==> config.mk <==
export PLATFORM = sky130hd
export DESIGN_NAME = icache
export DESIGN_NICKNAME = d
export VERILOG_FILES = /design/src/rtl/cpu_types_pkg.sv /design/src/rtl/icache.sv
export SDC_FILE = /design/constraint.sdc
export NUM_CORES = 1
export LEC_CHECK = 0
export BUFFER_PORTS_ARGS = -buffer_cell sky130_fd_sc_hd__buf_2
export CORE_ASPECT_RATIO = 1.2
export CORE_UTILIZATION = 62
export DETAILED_ROUTE_END_ITERATION = 8
export PLACE_DENSITY = 0.9
export SYNTH_ARGS = -nofsm -noshare
export SYNTH_HDL_FRONTEND = slang
export SYNTH_SLANG_ARGS = --single-unit
==> constraint.sdc <==
create_clock -name CLK -period 10.35 [get_ports CLK]
set_clock_uncertainty 0.15 [all_clocks]
set_input_delay 0.5175 -clock CLK [delete_from_list [all_inputs] [get_ports CLK]]
set_output_delay 0.5175 -clock CLK [all_outputs]
set_load 0.01 [all_outputs]
==> src/rtl/cpu_types_pkg.sv <==
// Shared CPU cache types.
// Holds the instruction-cache frame layout and the address-split layout.
// Both are sized for the default 16-frame geometry. Modules built with another
// frame count derive their own widths locally.
package cpu_types_pkg;

    localparam int IIDX_W = 4;
    localparam int ITAG_W = 32 - IIDX_W - 2;

    typedef struct packed {
        logic              valid;
        logic [ITAG_W-1:0] tag;
        logic [31:0]       data;
    } icache_frame_t;

    typedef struct packed {
        logic [ITAG_W-1:0] tag;
        logic [IIDX_W-1:0] idx;
        logic [1:0]        bytoff;
    } icachef_t;

endpackage

==> src/rtl/icache.sv <==
// Direct-mapped, one-word-per-frame instruction cache.
//   CLK, RST       : clock, synchronous active-high reset
//   imemREN, imemaddr, halt -> ihit, imemload   : datapath side
//   iREN, iaddr -> iwait, iload                 : memory side
//   hit_count, miss_count                       : saturating performance counters
// A miss holds FETCH until memory drops iwait. The fill is written on that edge,
// and the hit appears on the following cycle. If the datapath drops the request
// or halts mid-fetch, the fetch is abandoned with no fill.
module icache
    import cpu_types_pkg::*;
#(
    parameter int SETS = 16
) (
    input  logic        CLK,
    input  logic        RST,
    input  logic        imemREN,
    input  logic [31:0] imemaddr,
    input  logic        halt,
    output logic        ihit,
    output logic [31:0] imemload,
    output logic        iREN,
    output logic [31:0] iaddr,
    input  logic        iwait,
    input  logic [31:0] iload,
    output logic [31:0] hit_count,
    output logic [31:0] miss_count
);

    localparam int IW = $clog2(SETS);
    localparam int TW = 30 - IW;

    typedef enum logic {IDLE, FETCH} state_t;

    state_t state, nxt;

    logic          valid [SETS];
    logic [TW-1:0] tags  [SETS];
    logic [31:0]   data  [SETS];

    logic [IW-1:0] idx;
    logic [TW-1:0] tag;
    logic          req, hit, fill, miss;
    logic          unused_bytoff;

    assign idx           = imemaddr[IW+1:2];
    assign tag           = imemaddr[31:IW+2];
    assign unused_bytoff = ^imemaddr[1:0];

    // RST is folded into req. This keeps every output low during the reset cycle.
    assign req = imemREN && !halt && !RST;
    assign hit = (state == IDLE) && req && valid[idx] && (tags[idx] == tag);

    assign ihit     = hit;
    assign imemload = hit ? data[idx] : 32'h0;
    assign iaddr    = iREN ? imemaddr : 32'h0;

    always_comb begin
        nxt  = state;
        iREN = 1'b0;
        fill = 1'b0;
        miss = 1'b0;
        case (state)
            IDLE: begin
                if (req && !hit) begin
                    nxt  = FETCH;
                    miss = 1'b1;
                end
            end
            FETCH: begin
                if (!req) begin
                    nxt = IDLE;            // abandoned: no fill
                end else begin
                    iREN = 1'b1;
                    if (!iwait) begin
                        fill = 1'b1;
                        nxt  = IDLE;
                    end
                end
            end
            default: nxt = IDLE;
        endcase
    end

    always_ff @(posedge CLK) begin
        if (RST) begin
            state      <= IDLE;
            hit_count  <= '0;
            miss_count <= '0;
            for (int i = 0; i < SETS; i++) begin
                valid[i] <= 1'b0;
                tags[i]  <= '0;
                data[i]  <= '0;
            end
        end else begin
            state <= nxt;
            if (fill) begin
                valid[idx] <= 1'b1;
                tags[idx]  <= tag;
                data[idx]  <= iload;
            end
            if (hit && hit_count != 32'hFFFF_FFFF)
                hit_count <= hit_count + 32'd1;
            if (miss && miss_count != 32'hFFFF_FFFF)
                miss_count <= miss_count + 32'd1;
        end
    end

endmodule

==> flow_summary.toml <==
[outcome]
status = "complete, no violations"

[die]
io_pins = 199
fp.dieH_um = 302.6
die_x_um = 252.5
coreArea_um2 = 74050
rows = 109
dieArea_um2 = 76420
start_util_pct = 63.06

[drt]
wirelength_um = 132000
vias = 30010
ant_nets = 0
wire_per_inst_um = 30.47
drcViolationCount = 0
avgViaCountPerCell = 6.926
firstDrtPassIters = 5
first_iter_violations = 4662

[timing]
slew_headroom_pct = 18.69
fin_tns_setup_ns = 0
rsz0062_at_grt = "no"
final.period_utilization_pct = 68.64
period_minus_slack_ns = 7.104
final_max_slew_viol_count = 0
setup_slack_ns = 3.246
clock.fmax_mhz = 140.8
finalSetupViolations = 0
hold_viol_final = 0
worst_pin_slew_ns = 1.220

[grt]
grt_max_degree = 90
overflow = 0
grt_pass1_wl_um = 191000
grt_pass1_vias = 29770
gr-usage-all-layers_pct = 34.70
antenna_found_initial = 8

[worst_setup_path]
required_ns = 9.68
critical_path_arrival_ns = 6.44
start_kind = "primary input"
crit_path_start = "imemaddr[4]"
timing.rr.start = "tags[13][5]"
end_kind = "output port"
worst-setup-path-type = "in -> out"
cp_max_fo = 49

[logic_synthesis]
synth_ff_type = "edfxtp_1"
syn_area_per_cell_um2 = 14.64
ys_ff_latch = 1009
synthesis.nets = 3260
ys_types = 74
synth_enable_flop_cells = 928
async_reset_ff_share_pct = 0
synth_area_um2 = 46700
syn-instance-count = 3189
synth_warnings = 0
yosysSeqAreaShare_pct = 63.15

[clocking]
cts.clk_slew.worst_paths_ns = 0.06
cts_made_buffers = 93
clock-sinks = 1009
post_cts_resized = 0
cts_root_buf = "clkbuf_16"
htree_num_levels = 3
clk_latency_ns = 0.68
cts_max_path_buffers = 3
holdBufCountCts = 0
cts_tree = "done"
cts_setup_buffers = 0

[layout]
multi_input_area_um2 = 16220
regArea_um2 = 29490
fill_cells = 4426
syn2layout_area_growth_pct = 10.62
fin_nets = 3325
layout-drive-gt1-share_pct = 22.19

[pwr]
p_leak_nw = 18.74
powerDensity_nw_per_um2 = 168.8
ir_drop_uv = 149.1

[placement]
hpwl_um = 68840
place.gp.congestion = 0.9171
dp_slack_ns = 3.352
numPortBuffers = 198

[run]
max_cap_violations = 0

[worst_hold_path]
hp-start = "iwait"
hp-class = "in -> reg"
## cells by family after synthesis
group / Yosys count / share of synthesized area [%]
multiplexers: 343 / 14.19
buffers and inverters: 323 / 2.864
adder cells (fa/ha/maj): 2 / 0.05358
AND/OR/NAND/NOR: 1307 / 16.54
flip-flops: 1009 / 63.15
AO/OA/AOI/OAI: 177 / 2.685
XOR/XNOR: 28 / 0.5252
## worst paths after layout
| check | endpoint | slack [ns] | cells past startpoint |
|---|---|---|---|
| worst max-delay path | imemload[31] | 3.25 | 13 |
| worst min register to register | valid[4] | 0.31 | 1 |
| worst min-delay path | state | 0.02 | 3 |
| worst max register to register | miss_count[14] | 5.09 | 10 |
## Yosys cell counts, drive strengths merged (5+ instances only)
cell type | n | share of area (%)
clkbuf | 240 | 1.9
buf | 54 | 0.70
inv | 21 | 0.17
nand4 | 11 | 0.15
nor2b | 29 | 0.39
o31ai | 18 | 0.29
a221oi | 6 | 0.11
o41ai | 5 | 0.094
nor3 | 174 | 1.9
and3 | 22 | 0.29
nor4 | 9 | 0.15
and2 | 853 | 11
dfxtp | 81 | 3.5
nand3b | 7 | 0.11
nand3 | 34 | 0.36
a22oi | 8 | 0.13
nor2 | 71 | 0.57
nor4b | 5 | 0.094
o311ai | 5 | 0.094
a21oi | 29 | 0.31
clkinv | 8 | 0.064
xnor2 | 24 | 0.45
a21o | 17 | 0.27
or3 | 7 | 0.094
nand2 | 48 | 0.39
mux2 | 30 | 0.72
a22o | 10 | 0.19
mux4 | 252 | 12
o21ai | 34 | 0.36
or4 | 14 | 0.23
o21a | 7 | 0.11
edfxtp | 928 | 60
mux2i | 61 | 1.3
## power by group
group,leakage [nW],total [mW],internal (mW),switching [mW]
Sequential,10.0,4.62,4.58,0.0483
Clock,1.48,3.49,1.94,1.55
Combinational,7.22,0.601,0.216,0.386
Total,18.7,8.72,6.73,1.98
## cells in the final DEF, fill, tap and decap left out, drive strengths merged, types with 34 or more instances in the layout
| cell | count |
|---|---|
| edfxtp | 928 |
| and2 | 853 |
| buf | 264 |
| mux4 | 252 |
| nor3 | 174 |
| clkbuf | 116 |
| dfxtp | 81 |
| nor2 | 71 |
| mux2i | 61 |
| nand2 | 48 |
| clkinv | 43 |
| nand3 | 34 |
| o21ai | 34 |
## worst max-delay path, cell delays in order
cell	delay, ns
buf_2	0.10
buf_4	0.29
inv_4	0.83
buf_4	0.55
mux2i_1	0.33
o21ai_0	0.12
a211oi_1	0.59
o2111ai_1	0.24
or4_4	0.65
or3_1	0.75
inv_2	0.93
and2_1	0.26
buf_2	0.14
## registers in the layout (all words and copies together), names as in the netlist
| register | cells |
|---|---|
| miss_count | 32 |
| tags | 416 |
| state | 1 |
| hit_count | 32 |
| valid | 16 |
| data | 512 |
## per-layer routing
| layer | up-vias | track usage, % | routed length, um |
|---|---|---|---|
| met5 | - | 0 | 46 |
| met3 | 622 | 7.258 | 17160 |
| met4 | 6 | 22.55 | 8649 |
| met2 | 2676 | 56.87 | 64190 |
| li1 | 11990 | - | - |
| met1 | 14720 | 42.14 | 41970 |
## stage by stage
stage | area [um^2] | total power [mW] | util (%) | hold WS [ns] | instances
CTS | 51640 | 8.695 | 69.73 | 0.003607 | 4325
global placement | 48590 | 5.260 | 65.62 | 0.2805 | 4158
detailed placement | 48590 | 5.284 | 65.62 | 0.2907 | 4158
finish | 51660 | 8.717 | 69.75 | 0.01750 | 4333
floorplan | 46700 | 5.083 | - | 0.2752 | 3189
global route | 51640 | 8.875 | 69.73 | 0.03404 | 4327
## cell type report
class	instances	share of cell area, %
Timing Repair Buffer	264	2.945
Antenna cell	8	0.03875
Sequential cell	1009	57.09
Clock buffer	116	4.830
Clock inverter	51	1.061
Inverter	29	0.2156
Tap cell	999	2.420
Multi-Input combinational cell	1857	31.40
No activity file was read; power rests on OpenSTA's default activity.
